`src/rtl/game_fsm_param.sv`:
```
// game_fsm_param: game-flow controller for the shooter.
// Tracks scene, lives, score and level. Supports pause, a post-hit invulnerability
// window, saturating score/level arithmetic and several scoring events in one cycle.
// Optional feature macro: GAME_HISCORE_EN (keeps the best score across games).
module game_fsm_param #(
  parameter int LIVES_INIT  = 3,
  parameter int LIVES_W     = 3,
  parameter int SCORE_W     = 20,
  parameter int LEVEL_W     = 5,
  parameter int LEVEL_MAX   = 31,
  parameter int LEVEL_SHIFT = 5,
  parameter int HIT_PTS     = 2,
  parameter int AVOID_PTS   = 1,
  parameter int INVULN_CYC  = 1000
) (
  input  logic               clk,
  input  logic               rst,
  input  logic               colision,
  input  logic               bullet_hit,
  input  logic               swF_re,
  input  logic               pause_re,
  input  logic               spawned,
  input  logic               avoided,
  output logic [LEVEL_W-1:0] level,
  output logic [LIVES_W-1:0] lives,
  output logic [SCORE_W-1:0] score,
  output logic [1:0]         scene,
  output logic               invuln,
  output logic [SCORE_W-1:0] hiscore
);

  // Counter wide enough to hold INVULN_CYC; one bit minimum when the window is disabled.
  localparam int INV_W = (INVULN_CYC > 0) ? $clog2(INVULN_CYC + 1) : 1;
  // Headroom for the score sum so adding both point values cannot wrap before saturation.
  localparam int SUM_W = SCORE_W + 8;
  // Level threshold is compared at this width so level<<LEVEL_SHIFT never truncates.
  localparam int CMP_W = SCORE_W + LEVEL_W;

  localparam logic [SCORE_W-1:0] SCORE_MAX = {SCORE_W{1'b1}};

  typedef enum logic [2:0] {
    S_IDLE    = 3'd0,
    S_INIT    = 3'd1,
    S_SPAWN   = 3'd2,
    S_PLAYING = 3'd3,
    S_PAUSED  = 3'd4,
    S_LOST    = 3'd5
  } state_t;

  state_t             state_q, state_d;
  logic [LIVES_W-1:0] lives_q, lives_d;
  logic [SCORE_W-1:0] score_q, score_d;
  logic [LEVEL_W-1:0] level_q, level_d;
  logic [1:0]         scene_q, scene_d;
  logic               invuln_q, invuln_d;
  logic [INV_W-1:0]   inv_cnt_q, inv_cnt_d;
  logic               lost_entry;

  logic [SUM_W-1:0]   score_sum;
  logic [CMP_W-1:0]   level_thr;
  logic               level_up;

  // Datapath helpers: saturating score sum and level-up threshold test on registered values.
  always_comb begin
    score_sum = SUM_W'(score_q)
              + (bullet_hit ? SUM_W'(HIT_PTS) : SUM_W'(0))
              + (avoided    ? SUM_W'(AVOID_PTS) : SUM_W'(0));
    level_thr = CMP_W'(level_q) << LEVEL_SHIFT;
    level_up  = (CMP_W'(score_q) >= level_thr) && (level_q < LEVEL_W'(LEVEL_MAX));
  end

  // Next-state and next-value logic; everything holds unless a rule below changes it.
  always_comb begin
    state_d    = state_q;
    lives_d    = lives_q;
    score_d    = score_q;
    level_d    = level_q;
    inv_cnt_d  = inv_cnt_q;
    lost_entry = 1'b0;

    unique case (state_q)
      S_IDLE: begin
        if (swF_re) state_d = S_INIT;
      end
      S_INIT: begin
        lives_d   = LIVES_W'(LIVES_INIT);
        score_d   = '0;
        level_d   = LEVEL_W'(1);
        inv_cnt_d = '0;
        state_d   = S_SPAWN;
      end
      S_SPAWN: begin
        if (spawned) state_d = S_PLAYING;
      end
      S_PLAYING: begin
        // The invulnerability window runs down in every playing cycle.
        if (inv_cnt_q != '0) inv_cnt_d = inv_cnt_q - INV_W'(1);
        if (pause_re) begin
          // Pause wins over every gameplay event in this cycle.
          state_d = S_PAUSED;
        end else if (lives_q == '0) begin
          // Game over: the events of this cycle are discarded.
          state_d    = S_LOST;
          lost_entry = 1'b1;
        end else begin
          score_d = (score_sum > SUM_W'(SCORE_MAX)) ? SCORE_MAX : score_sum[SCORE_W-1:0];
          if (colision && (inv_cnt_q == '0)) begin
            lives_d   = lives_q - LIVES_W'(1);
            inv_cnt_d = INV_W'(INVULN_CYC);
          end
          if (level_up) level_d = level_q + LEVEL_W'(1);
        end
      end
      S_PAUSED: begin
        if (pause_re) state_d = S_PLAYING;
      end
      S_LOST: begin
        if (swF_re) state_d = S_IDLE;
      end
      default: state_d = S_IDLE;
    endcase

    // Scene and invuln are registered alongside the state they describe.
    unique case (state_d)
      S_PLAYING: scene_d = 2'd1;
      S_LOST:    scene_d = 2'd2;
      S_PAUSED:  scene_d = 2'd3;
      default:   scene_d = 2'd0;
    endcase
    invuln_d = (inv_cnt_d != '0);
  end

  // State and game-value registers.
  always_ff @(posedge clk or posedge rst) begin
    if (rst) begin
      state_q   <= S_IDLE;
      lives_q   <= LIVES_W'(LIVES_INIT);
      score_q   <= '0;
      level_q   <= LEVEL_W'(1);
      scene_q   <= 2'd0;
      invuln_q  <= 1'b0;
      inv_cnt_q <= '0;
    end else begin
      state_q   <= state_d;
      lives_q   <= lives_d;
      score_q   <= score_d;
      level_q   <= level_d;
      scene_q   <= scene_d;
      invuln_q  <= invuln_d;
      inv_cnt_q <= inv_cnt_d;
    end
  end

`ifdef GAME_HISCORE_EN
  logic [SCORE_W-1:0] hiscore_q, hiscore_d;

  // Best score is captured as the game is lost; only reset clears it.
  always_comb begin
    hiscore_d = hiscore_q;
    if (lost_entry && (score_q > hiscore_q)) hiscore_d = score_q;
  end

  // High-score register.
  always_ff @(posedge clk or posedge rst) begin
    if (rst) hiscore_q <= '0;
    else     hiscore_q <= hiscore_d;
  end

  assign hiscore = hiscore_q;
`else
  assign hiscore = '0;
`endif

  assign level  = level_q;
  assign lives  = lives_q;
  assign score  = score_q;
  assign scene  = scene_q;
  assign invuln = invuln_q;

endmodule

```
`config.mk`:
```
export PLATFORM = sky130hd
export DESIGN_NAME = game_fsm_param
export DESIGN_NICKNAME = d
export VERILOG_FILES = /design/src/rtl/game_fsm_param.sv
export SDC_FILE = /design/constraint.sdc
export NUM_CORES = 1
export LEC_CHECK = 0
export ABC_CLOCK_PERIOD_IN_PS = 2800
export CAP_MARGIN = 30
export CORE_MARGIN = 2
export CORE_UTILIZATION = 25
export CTS_BUF_LIST = sky130_fd_sc_hd__clkbuf_8
export DETAILED_ROUTE_END_ITERATION = 7
export PLACE_DENSITY = 0.57
export SLEW_MARGIN = 20
export SYNTH_ARGS = -nofsm -noshare
export SYNTH_HDL_FRONTEND = slang
export SYNTH_SLANG_ARGS = --single-unit
```
`constraint.sdc`:
```
create_clock -name clk -period 2.8 [get_ports clk]
set_input_delay 0.84 -clock clk [delete_from_list [all_inputs] [get_ports clk]]
set_output_delay 0.84 -clock clk [all_outputs]
set_load 0.05 [all_outputs]
```
==> out/qor.txt <==
final core occ = 0.321
asr flop ratio synth = 1.00
Die Height = 113 um
Crit Path Category = input pin to flop
per-cell routed wire length = 14.8 um
drt pass-1 iters = 4
ranking of synthesized cells by area = dfrtp_1, o21ai_0, buf_4
Seq/Total Area, Yosys = 0.369
overall routed net length = 8370 um
DR vias = 2972
final hold slack = 0.518 ns
CTS buffer count = 5
PwrDens = 851 mW/mm^2
post-synthesis cell count = 367
Area Growth Syn to Fin = 23.9%
pre-CTS setup slack = -0.101 ns
Peak Freq = 384 MHz
max-slew violations = 0
Rel. slew slack = 0.616
clock-pin slew on the worst setup and hold paths = 0.09 ns
Worst Setup Start Kind = input pin
Peak VDD IR = 0.000324 V
Worst Setup End Kind = flop
Worst Hold Class = flop to flop
Post-synth top cells = o21ai_0, dfrtp_1, nand2_1
status = complete, no violations
#FFs+latches synth = 44
CTS Hold Bufs = 0
core box area = 0.0116 mm^2
Cell Area, Synth = 0.00299 mm^2
slowest stage cell on the critical path = clkdlybuf4s50_1
total negative slack = 0 ns
final hold vios = 0
post_cts resized = 0
Max FO, Critical Path = 9
most used cell, CP = nand2_1
arrival time worst endpoint = 2.78 ns
DRT antenna net count = 0
DP HPWL = 6140 um
worst-margin pin slew = 0.576 ns
Starting Density = 0.259
postcts setup bufs = 0
RePlAce Congestion = 0.902
cells along the critical path = clkdlybuf4s50_1, ha_1, fa_1, nand3_1, and4bb_2, nand2_1, nor2_1, buf_4, o21ai_0, nand2_1
Synth area leader = dfrtp_1
slack of the critical path = 0.198 ns
Unique masters post-synth = 55
Worst path max stage delay = 0.40 ns
commonest register cell after synthesis = dfrtp_1
Leak = 1.63 nW
CTS Sinks = 44
total gr overflow = 0
mean post-synth cell area = 8.15 um^2
Synth top area share = 0.343
FP Rows = 39
ant diodes = 0
Critical Path RT = 2.98 ns
crit share post-route = 0.929
first-pass GRT wire length = 14400 um
Post-synth EDFFs = 0
Layout Skew = 0.00980 ns
CTS H-tree depth = 2
gr usage total = 0.135
vias per cell = 5.24
fin crit period = 2.60 ns
antenna violations before repair = 0
Syn. warnings = 0
initial DRC count = 117
I/O pins = 59
CTS tree = yes
maxcap violations = 0
# setup viols final = 0
die area = 0.0129 mm^2
clock tree buffer depth = 2
total power = 3.16 mW
most frequent cell after synthesis = o21ai_0
NumNets Final = 444
Die Wd = 113 um
worst skew pair latency = 0.30 ns
port buffer count = 38
CTS root buf = clkbuf_8
RSZ-0062 raised after global routing = no
largest net degree at the start of global routing = 45
DRC viols = 0
layout cells sized above 1 = 0.108
vias in the first global route = 2864
## cell type report
type / count / area (um^2)
clock buffers: 6 / 82.6
fillers: 1210 / 7860
multi-input cells: 282 / 1660
clock inverters: 2 / 7.51
flip-flops and latches: 44 / 1100
inverters: 25 / 93.8
well taps: 143 / 179
repair buffers: 65 / 583
## through the flow
step	instance area [um^2]	cells
floorplan	3060	386
global placement	3620	559
finish	3710	567
global route	3710	567
CTS	3710	567
detailed placement	3620	559
## layout by cell type (no fill, tap or decap), types with 3 or more instances in the layout
cell and n:
clkbuf_8 6, or4_1 4, nand4_1 5, ha_1 12, a221oi_1 3, nor3_1 7, inv_1 26, and3_1 9
o22ai_1 5, nor2_1 23, clkdlybuf4s50_1 38, buf_4 27, dfrtp_1 41, a21oi_1 27, o31ai_1 4, dfstp_2 3
o21ai_0 47, nor4_1 7, nand2_1 40, nand2b_1 3, a31oi_1 9, a41oi_1 3, conb_1 20, nand3_1 13
## power by group
part,internal (mW),switching (mW)
Combinational,0.706,1.08
Clock,0.194,0.217
Sequential,0.776,0.185
Total,1.68,1.48
## critical path: cells and delay by family
kind	cells	cell delay [ns]
adders and majority gates	2	0.61
and+or+nand+nor	5	0.55
buffers and inverters	2	0.57
AOI/OAI and AO/OA	1	0.18
## final timing paths
| check | startpoint | to | slack, ns | cells past startpoint |
|---|---|---|---|---|
| worst max-delay path | avoided | score[0] | 0.20 | 10 |
| worst min-delay path | lives[2] | lives[2] | 0.52 | 1 |
| worst max register to register | inv_cnt_q[0] | invuln | 0.24 | 8 |
| worst min register to register | lives[2] | lives[2] | 0.52 | 1 |
| max in group asynchronous | rst | score[0] | 1.40 | 3 |
| min in group asynchronous | rst | inv_cnt_q[9] | 0.99 | 3 |
## cells by family (layout without fill, tap and decap cells)
| logic type | Yosys count | count (layout) | share of synthesized area |
|---|---|---|---|
| adder cells (fa/ha/maj) | 13 | 13 | 0.0569 |
| flip-flops | 44 | 44 | 0.369 |
| AO/OA/AOI/OAI | 120 | 120 | 0.245 |
| multiplexers | 4 | 4 | 0.0159 |
| other | 1 | 20 | 0.00125 |
| buffers and inverters | 60 | 98 | 0.101 |
| AND/OR/NAND/NOR | 125 | 125 | 0.212 |
## state kept, by name, indices dropped and copies added (netlist names)
signal,flops
score,20
inv_cnt_q,10
level,5
lives,3
state_q,3
scene,2
invuln,1
## layer usage
| layer | share of wire | global-route usage |
|---|---|---|
| met2 | 0.49 | 0.229 |
| met3 | 0.046 | 0.0234 |
| met1 | 0.45 | 0.178 |
| met4 | 0.0099 | 0.0366 |
| met5 | 0 | 0 |
Power figures use the tool's default switching activity.
==> RTL change, RTL diff (same flow settings) <==
The option `GAME_HISCORE_EN` is turned on by a define.
--- a/src/rtl/game_fsm_param.sv
+++ b/src/rtl/game_fsm_param.sv
@@ -4,2 +4,4 @@
 // Optional feature macro: GAME_HISCORE_EN (keeps the best score across games).
+`define GAME_HISCORE_EN
+
 module game_fsm_param #(
Function: same outputs for any inputs over 10 cycles, from zero or initial values and one cycle with rst high; that may be too few to reach the edited logic, so the function may still have changed.
==> RTL change against the unedited design <==
  * Total power is 22% higher
  * Wire length is 34% higher
  * Area after synthesis rose by 34%
  * Highest routed layer unchanged
  * Sequential share of layout area up 0.82 points
  * Cell area rose by 41%
  * Sequential cell count is 20 higher
  * Critical path depth down 9
  * First-iteration DRC count grew 65%
  * Setup slack got worse by 96 ps
==> RTL change: results <==
metrics = {
    "global_routing": {
        "track_usage": 0.140,
        "grt_pass1_vias": 3614,
        "grt_pass1_wl_um": 18300,
    },
    "yosys": {
        "syn_avg_cell_area_um2": 9.63,
        "synthAdderAreaFrac": 0.105,
        "synth_cells": 417,
        "synthMuxAreaShare": 0.0708,
        "synth_area_leaders": "dfrtp_1, ha_1, mux2_2, a21oi_1, inv_1",
        "ys_types": 66,
        "synth-xor-area-share": 0.00873,
        "synth_compound_area_frac": 0.166,
    },
    "sta": {
        "hold_slack_ps": 522,
        "setup_slack_ps": 102,
    },
    "clock_tree": {
        "clkLatencyLatePin_ps": 360,
        "clock-sinks": 64,
        "htree_levels": 3,
        "clkTransAtPathRegs_ps": 70,
    },
    "cells_and_area": {
        "num-fill-cells": 1667,
        "clk_share": 0.0372,
        "nClkBuffers": 10,
        "seq_share": 0.306,
        "nNonClkBuffers": 92,
        "drive_gt1_frac": 0.181,
        "multiInputCombCellCount": 298,
        "syn_to_final_growth_pct": 30.7,
        "buf_share": 0.164,
    },
    "place": {
        "preCtsSetupSlack_ps": -167,
        "port_buffers": 58,
        "dp.final_hpwl_um": 8300,
        "dpl_cell_area_mm2": 0.00505,
        "placed_cells_incl_taps": 708,
    },
    "route": {
        "vias_per_cell": 4.91,
        "drt_wl_total_um": 11200,
        "wire_per_inst_um": 15.5,
    },
    "critical_path": {
        "critical_path.max_stage_delay_ps": 890,
        "startpoint": "score[6]",
        "critPathArrivalTime_ps": 1860,
        "reg2reg_depth": 6,
        "r2r_slack_ps": 290,
        "critPathTopFamily": "buffers and inverters",
    },
    "power_and_ir_drop": {
        "pwr-share-clk": 0.215,
        "finalPower_w": 0.00384,
        "p_leak_nw": 2.38,
        "comb-power_w": 0.00174,
        "switching_share": 0.430,
    },
    "status": {
        "status": "finished clean",
    },
    "worst_hold_path": {
        "hold_path_class": "flip-flop to flip-flop",
    },
}
RTL change: cell types whose count changed after synthesis, moves of 5 or more:
cell	unedited run	this run
o21ai_0	47	10
buf_4	20	0
dfrtp_1	41	61
ha_1	12	32
mux2_2	2	19
inv_1	25	38
nand2_1	40	29
nor3_1	7	16
a21oi_1	27	33
mux2i_1	1	7
a311oi_1	0	5
RTL change: worst min-delay path by stage:
stage	cells after the start	start	to
CTS	1	lives[2]	lives[2]
finish	1	lives[2]	lives[2]
floorplan	2	inv_cnt_q[3]	inv_cnt_q[3]
global route	1	hiscore[2]	hiscore[2]
global placement	1	lives[2]	lives[2]
detailed placement	1	lives[2]	lives[2]
RTL change: layer usage:
layer,global-route usage,part of all wire,up-vias
met5,0,0,-
met4,0.0632,0.016,0
met3,0.0411,0.055,15
met2,0.222,0.47,89
met1,0.177,0.46,1741
li1,-,-,1706
